--- src/rtl/fpu_align_add.sv ---
// fpu_align_add -- operand alignment and significand add/subtract stage of the
// binary32 FPU adder. It feeds fpu_normalization through a two-stage valid/ready
// pipeline:
//   S1 unpacks both operands, swaps them by magnitude, right-aligns the smaller
//      significand with sticky collapse and resolves NaN/Inf specials.
//   S2 performs the effective add or subtract and fixes the result sign.
// Build option: define FPU_ALIGN_SUBNORM_EN to align subnormal inputs
// (hidden = 0, effective exponent 1). Without it the stage flushes any
// exp == 0 operand to a signed zero before the swap.

module fpu_align_add (
   input  logic        clk,
   input  logic        rst,
   input  logic        in_valid,
   output logic        in_ready,
   input  logic [31:0] in_a,
   input  logic [31:0] in_b,
   input  logic        in_op_sub,
   output logic        out_valid,
   input  logic        out_ready,
   output logic        out_sign,
   output logic        out_is_add_path,
   output logic        out_carry,
   output logic [26:0] out_mant,
   output logic [7:0]  out_exp,
   output logic        out_special,
   output logic [31:0] out_special_word
);

   localparam logic [31:0] QNAN_WORD = 32'h7FC0_0000;
   localparam logic [7:0]  EXP_MAX   = 8'hFF;

   // ---------------------------------------------------------------
   // Pipeline registers
   // ---------------------------------------------------------------
   logic        s1_valid_q;
   logic        s1_sub_q;
   logic        s1_sign_q;
   logic [26:0] s1_l_q;
   logic [26:0] s1_s_q;
   logic [7:0]  s1_exp_q;
   logic        s1_special_q;
   logic [31:0] s1_word_q;

   logic        s2_valid_q;
   logic        s2_sign_q;
   logic        s2_add_q;
   logic        s2_carry_q;
   logic [26:0] s2_mant_q;
   logic [7:0]  s2_exp_q;
   logic        s2_special_q;
   logic [31:0] s2_word_q;

   // ---------------------------------------------------------------
   // Handshake: a stage moves when it is empty or its consumer moves
   // ---------------------------------------------------------------
   logic s1_adv;
   logic s2_adv;

   assign s2_adv   = ~s2_valid_q | out_ready;
   assign s1_adv   = ~s1_valid_q | s2_adv;
   assign in_ready = ~rst & s1_adv;

   // ---------------------------------------------------------------
   // S1 combinational: unpack, swap, align, specials
   // ---------------------------------------------------------------
   logic        a_sign, b_sign_eff;
   logic [7:0]  a_exp, b_exp;
   logic [22:0] a_frac_raw, b_frac_raw;
   logic [22:0] a_frac, b_frac;
   logic        a_hid, b_hid;
   logic [7:0]  a_eexp, b_eexp;
   logic [30:0] a_mag, b_mag;
   logic [26:0] a_sig, b_sig;
   logic        a_is_l;

   logic [26:0] l_sig, s_sig;
   logic [7:0]  l_eexp, s_eexp;
   logic        l_sign;
   logic        l_zero;
   logic [7:0]  shift_amt;
   logic [26:0] s_shifted;
   logic [26:0] lost_mask;
   logic        sticky;
   logic [26:0] s_aligned;

   logic        a_nan, b_nan, a_inf, b_inf;

   logic        s1_sub_d;
   logic        s1_sign_d;
   logic [26:0] s1_l_d;
   logic [26:0] s1_s_d;
   logic [7:0]  s1_exp_d;
   logic        s1_special_d;
   logic [31:0] s1_word_d;

   // Unpack both operands into significand / effective exponent form
   always_comb begin
      a_sign     = in_a[31];
      b_sign_eff = in_b[31] ^ in_op_sub;
      a_exp      = in_a[30:23];
      b_exp      = in_b[30:23];
      a_frac_raw = in_a[22:0];
      b_frac_raw = in_b[22:0];
      a_hid      = (a_exp != 8'd0);
      b_hid      = (b_exp != 8'd0);
`ifdef FPU_ALIGN_SUBNORM_EN
      // Subnormals keep their fraction and align as if their exponent were 1
      a_frac     = a_frac_raw;
      b_frac     = b_frac_raw;
      a_eexp     = a_hid ? a_exp : 8'd1;
      b_eexp     = b_hid ? b_exp : 8'd1;
`else
      // Denormals-are-zero: an exp == 0 operand becomes a signed zero
      a_frac     = a_hid ? a_frac_raw : 23'd0;
      b_frac     = b_hid ? b_frac_raw : 23'd0;
      a_eexp     = a_exp;
      b_eexp     = b_exp;
`endif
      a_mag      = {a_exp, a_frac};
      b_mag      = {b_exp, b_frac};
      a_sig      = {a_hid, a_frac, 3'b000};
      b_sig      = {b_hid, b_frac, 3'b000};
      // On an exact magnitude tie, a stays the larger operand
      a_is_l     = (a_mag >= b_mag);
   end

   // Swap by magnitude and right-align the smaller significand with sticky
   always_comb begin
      if (a_is_l) begin
         l_sig  = a_sig;
         s_sig  = b_sig;
         l_eexp = a_eexp;
         s_eexp = b_eexp;
         l_sign = a_sign;
         l_zero = (a_mag == 31'd0);
      end else begin
         l_sig  = b_sig;
         s_sig  = a_sig;
         l_eexp = b_eexp;
         s_eexp = a_eexp;
         l_sign = b_sign_eff;
         l_zero = (b_mag == 31'd0);
      end

      shift_amt = l_eexp - s_eexp;
      lost_mask = ~(27'h7FF_FFFF << shift_amt[4:0]);
      s_shifted = s_sig >> shift_amt[4:0];
      sticky    = |(s_sig & lost_mask);

      if (shift_amt >= 8'd27) begin
         // Everything falls below the sticky position
         s_aligned = (s_sig != 27'd0) ? 27'd1 : 27'd0;
      end else begin
         s_aligned = s_shifted | {26'd0, sticky};
      end

      s1_sub_d  = a_sign ^ b_sign_eff;
      s1_sign_d = l_sign;
      s1_l_d    = l_sig;
      s1_s_d    = s_aligned;
      // Both-zero reports exponent 0 even when subnormals align at exponent 1
      s1_exp_d  = l_zero ? 8'd0 : l_eexp;
   end

   // Resolve NaN / Inf results from the raw encodings
   always_comb begin
      a_nan = (a_exp == EXP_MAX) && (a_frac_raw != 23'd0);
      b_nan = (b_exp == EXP_MAX) && (b_frac_raw != 23'd0);
      a_inf = (a_exp == EXP_MAX) && (a_frac_raw == 23'd0);
      b_inf = (b_exp == EXP_MAX) && (b_frac_raw == 23'd0);

      if (a_nan || b_nan) begin
         s1_special_d = 1'b1;
         s1_word_d    = QNAN_WORD;
      end else if (a_inf && b_inf) begin
         s1_special_d = 1'b1;
         // Opposite effective signs is Inf - Inf
         if (a_sign != b_sign_eff) begin
            s1_word_d = QNAN_WORD;
         end else begin
            s1_word_d = {a_sign, EXP_MAX, 23'd0};
         end
      end else if (a_inf) begin
         s1_special_d = 1'b1;
         s1_word_d    = {a_sign, EXP_MAX, 23'd0};
      end else if (b_inf) begin
         s1_special_d = 1'b1;
         s1_word_d    = {b_sign_eff, EXP_MAX, 23'd0};
      end else begin
         s1_special_d = 1'b0;
         s1_word_d    = 32'd0;
      end
   end

   // S1 register: capture a new operand pair whenever the stage may advance
   always_ff @(posedge clk) begin
      if (rst) begin
         s1_valid_q   <= 1'b0;
         s1_sub_q     <= 1'b0;
         s1_sign_q    <= 1'b0;
         s1_l_q       <= 27'd0;
         s1_s_q       <= 27'd0;
         s1_exp_q     <= 8'd0;
         s1_special_q <= 1'b0;
         s1_word_q    <= 32'd0;
      end else if (s1_adv) begin
         s1_valid_q <= in_valid;
         if (in_valid) begin
            s1_sub_q     <= s1_sub_d;
            s1_sign_q    <= s1_sign_d;
            s1_l_q       <= s1_l_d;
            s1_s_q       <= s1_s_d;
            s1_exp_q     <= s1_exp_d;
            s1_special_q <= s1_special_d;
            s1_word_q    <= s1_word_d;
         end
      end
   end

   // ---------------------------------------------------------------
   // S2 combinational: effective add / subtract
   // ---------------------------------------------------------------
   logic [27:0] sum_w;
   logic [26:0] diff_w;
   logic        s2_sign_d;
   logic        s2_carry_d;
   logic [26:0] s2_mant_d;

   // Add or subtract the aligned significands; L >= S so no borrow exists
   always_comb begin
      sum_w  = {1'b0, s1_l_q} + {1'b0, s1_s_q};
      diff_w = s1_l_q - s1_s_q;
      if (s1_sub_q) begin
         s2_carry_d = 1'b0;
         s2_mant_d  = diff_w;
         // Exact cancellation yields +0
         s2_sign_d  = (diff_w == 27'd0) ? 1'b0 : s1_sign_q;
      end else begin
         s2_carry_d = sum_w[27];
         s2_mant_d  = sum_w[26:0];
         s2_sign_d  = s1_sign_q;
      end
   end

   // S2 register: outputs hold while downstream stalls
   always_ff @(posedge clk) begin
      if (rst) begin
         s2_valid_q   <= 1'b0;
         s2_sign_q    <= 1'b0;
         s2_add_q     <= 1'b0;
         s2_carry_q   <= 1'b0;
         s2_mant_q    <= 27'd0;
         s2_exp_q     <= 8'd0;
         s2_special_q <= 1'b0;
         s2_word_q    <= 32'd0;
      end else if (s2_adv) begin
         s2_valid_q <= s1_valid_q;
         if (s1_valid_q) begin
            s2_sign_q    <= s2_sign_d;
            s2_add_q     <= ~s1_sub_q;
            s2_carry_q   <= s2_carry_d;
            s2_mant_q    <= s2_mant_d;
            s2_exp_q     <= s1_exp_q;
            s2_special_q <= s1_special_q;
            s2_word_q    <= s1_word_q;
         end
      end
   end

   assign out_valid        = s2_valid_q;
   assign out_sign         = s2_sign_q;
   assign out_is_add_path  = s2_add_q;
   assign out_carry        = s2_carry_q;
   assign out_mant         = s2_mant_q;
   assign out_exp          = s2_exp_q;
   assign out_special      = s2_special_q;
   assign out_special_word = s2_word_q;

endmodule
--- config.mk ---
export PLATFORM = sky130hd
export DESIGN_NAME = fpu_align_add
export DESIGN_NICKNAME = d
export VERILOG_FILES = /design/src/rtl/fpu_align_add.sv
export SDC_FILE = /design/constraint.sdc
export NUM_CORES = 1
export LEC_CHECK = 0
export BUFFER_PORTS_ARGS = -buffer_cell sky130_fd_sc_hd__buf_2
export CORE_MARGIN = 3
export CORE_UTILIZATION = 60
export CTS_BUF_LIST = sky130_fd_sc_hd__clkbuf_4 sky130_fd_sc_hd__clkbuf_8
export CTS_CLUSTER_SIZE = 14
export DETAILED_ROUTE_END_ITERATION = 10
export GPL_TIMING_DRIVEN = 0
export PLACE_DENSITY_LB_ADDON = 0.25
export SLEW_MARGIN = 20
export SYNTH_ARGS = -nofsm -noshare
export SYNTH_HDL_FRONTEND = slang
export SYNTH_SLANG_ARGS = --single-unit
--- constraint.sdc ---
create_clock -name clk -period 21.8 [get_ports clk]
set_input_delay 2.18 -clock clk [delete_from_list [all_inputs] [get_ports clk]]
set_output_delay 2.18 -clock clk [all_outputs]
set_load 0.01 [all_outputs]
==> run metrics <==
RSZ-0062 raised after global routing=false; DRC errors left=0; Min Hold Slack=0.4567 ns; max_slew headroom=0.3506; Mapped Area=10460 um^2; Hold Fails Final Rpt=0; Hold Crit Class=register to register; num ports=142; Reg2Reg Depth=15; max cap viols=0; Lkg Pwr=5.111 nW; Final Cell Area=11620 um^2; Main synth FF type=dfxtp_1; R2R Setup Slk=17.41 ns; Setup crit start=in_b[23]; Synth Area per Inst=7.210 um^2; CP max stage cell=clkbuf_1; CTS Buf Count=9; starting density of the core=0.6220; CTS H-Tree Depth=3; Setup Skew=0.01952 ns; CTS Sinks=107; RD Place Congestion=1.033; most common cell after layout, fill and taps aside=nand2_1; CP Buf/Inv Count=11; vias in the first global route=10910; status=finished clean; Largest stage delay, worst path=0.67 ns; setup TNS=0 ns; share of cells above drive strength 1=0.1488; Max VDD drop=0.03543 mV; critical path endpoint=s1_s_q[1]$_SDFFE_PP0P_; CP required=22.13 ns; wire per inst=20.16 um; min Tclk post-route=10.82 ns; Placed Instances=1810; Clock Tree Root=clkbuf_8; IO Port Bufs=118; worst flop-to-flop path startpoint=s1_s_q[13]$_SDFFE_PP0P_; Total GRT Usage=0.3692; Yosys reg bits=107; Clock transition at path regs=0.13 ns; Stages on worst setup path=29; remaining antenna violation count=0; Slew @ Worst Pin=0.9640 ns; pre-CTS WS=10.97 ns; die area=19060 um^2; DP Wirelength=29660 um; fin util=0.6910; Vias/cell=6.331; CTS resizes=0; Setup WS post-layout=10.98 ns; Setup CP Type=input port to register; CTS Hold Bufs=0; drt first pass iters=6; Final Max Tran Viols=0; Post-synth EDFFs=0; site row count=47; clock network latency to the later pin of the worst-skew pair=0.41 ns; Die Ht=138.0 um; Layout Nets=1752; WL final=36820 um; Die W=138.0 um; Non-Filler Instances=1826; global-route wire length before repair=57770 um; fmax=92.40 MHz; CP dominant cell by count=clkbuf_1; Critical Path Start Type=input port; diode count=0; vias=11560; CTS Buffer Depth=2; Yosys Warn Count=0; GRT Residual Overflow=0; Placement Cell Area=11410 um^2; Post-CTS Setup Inserts=0; Distinct cells, synth=83; post-synthesis sequential area ratio=0.2048; clock tree from TritonCTS=done; Setup violations, final=0; PnR Total Power=692.2 uW; crit share post-route=0.4965; largest net degree at the start of global routing=23; Syn Inst Count=1451; Crit. End Element=register; Data arrival, critical path=11.15 ns; synthesis-to-finish area growth=11.09%; reg2reg end=out_sign$_SDFFE_PP0P_; family with the most delay on the worst path=buffers and inverters; Max Fanout on Critical Path=10; Post-synth ARST share=0; number of DRC markers in iteration 0=1085; most frequent cells in the layout=nand2_1, nor2_1, a21oi_1; area of the core=16820 um^2; initial antenna violation count=0; power per cell area=59.56 nW/um^2
state kept, by name, summed over array words and instances, names as in the netlist:
register,flops
s1_s_q,27
s1_l_q,24
out_sign,1
s1_exp_q,8
out_carry,1
out_valid,1
out_is_add_path,1
out_exp,8
s1_word_q,3
out_special_word,3
out_mant,27
s1_valid_q,1
s1_sub_q,1
s1_sign_q,1
Yosys cell counts (15+ instances only):
cell type    n  area share
nand2_1    195       0.070
mux2i_1     32       0.031
o21ai_0     73       0.035
inv_1       90       0.032
nand3_1     28       0.013
a22oi_1     16       0.011
buf_4       31       0.022
xnor2_1     34       0.028
dfxtp_1    107        0.20
o21bai_1    15       0.011
nor2_1     158       0.057
a211oi_1    47       0.034
clkbuf_1    71       0.025
nor3_1      29       0.014
a21o_1      15       0.011
nor4_1      19       0.011
mux4_2      20       0.043
a21oi_1    149       0.071
o31ai_1     21       0.015
ha_1        81       0.097
worst register-to-register path: stages (launching register included):
cell and delay (ns):
dfxtp_1 0.43, inv_1 0.06, ha_1 0.27, clkbuf_1 0.31, inv_1 0.19, a21oi_1 0.25, o22ai_1 0.12, nor4_1 0.36
o2111ai_1 0.26, or4_1 0.48, nor4_1 0.24, nand3_1 0.17, nor4_1 0.24, nand4_1 0.18, or4_1 0.49, o31a_1 0.25
logic make-up after synthesis:
kind of cell,after synthesis,share of synthesized area
AO/OA/AOI/OAI,427,0.2627
XOR/XNOR,43,0.03672
adder cells (fa/ha/maj),83,0.09987
buffers and inverters,215,0.09018
flip-flops,107,0.2048
multiplexers,61,0.08336
other,1,0.0003585
AND/OR/NAND/NOR,514,0.2221
report_power, final:
part,total (mW),switching (mW),internal [mW]
clock network,0.131,0.0839,0.0470
logic,0.345,0.217,0.128
registers,0.217,0.00991,0.207
cell type report:
class,count,area (um^2)
fill,1529,5197
buffer,124,601.8
clock buffer,9,123.9
sequential,107,2142
clock inverter,7,91.34
multi-input combinational,1150,7455
inverter,91,341.6
tap,220,275.3
timing repair buffer,118,590.6
worst min path at each step:
stage                              startpoint                         to  slack (ns)  cells after the start
floorplan             s1_s_q[26]$_SDFFE_PP0P_    s1_s_q[26]$_SDFFE_PP0P_        0.43                      2
global placement    out_mant[24]$_SDFFE_PP0P_  out_mant[24]$_SDFFE_PP0P_        0.43                      2
detailed placement    out_exp[4]$_SDFFE_PP0P_    out_exp[4]$_SDFFE_PP0P_        0.44                      2
CTS                 out_mant[20]$_SDFFE_PP0P_  out_mant[20]$_SDFFE_PP0P_        0.46                      2
global route        out_mant[18]$_SDFFE_PP0P_  out_mant[18]$_SDFFE_PP0P_        0.48                      2
finish              out_mant[20]$_SDFFE_PP0P_  out_mant[20]$_SDFFE_PP0P_        0.46                      2
routing by layer:
layer / share of wire / track usage
met5: 0 / 0
met1: 0.40 / 0.4565
met2: 0.46 / 0.6125
met4: 0.064 / 0.2189
met3: 0.080 / 0.05283
Note: power is estimated with default switching activity, not from simulation.
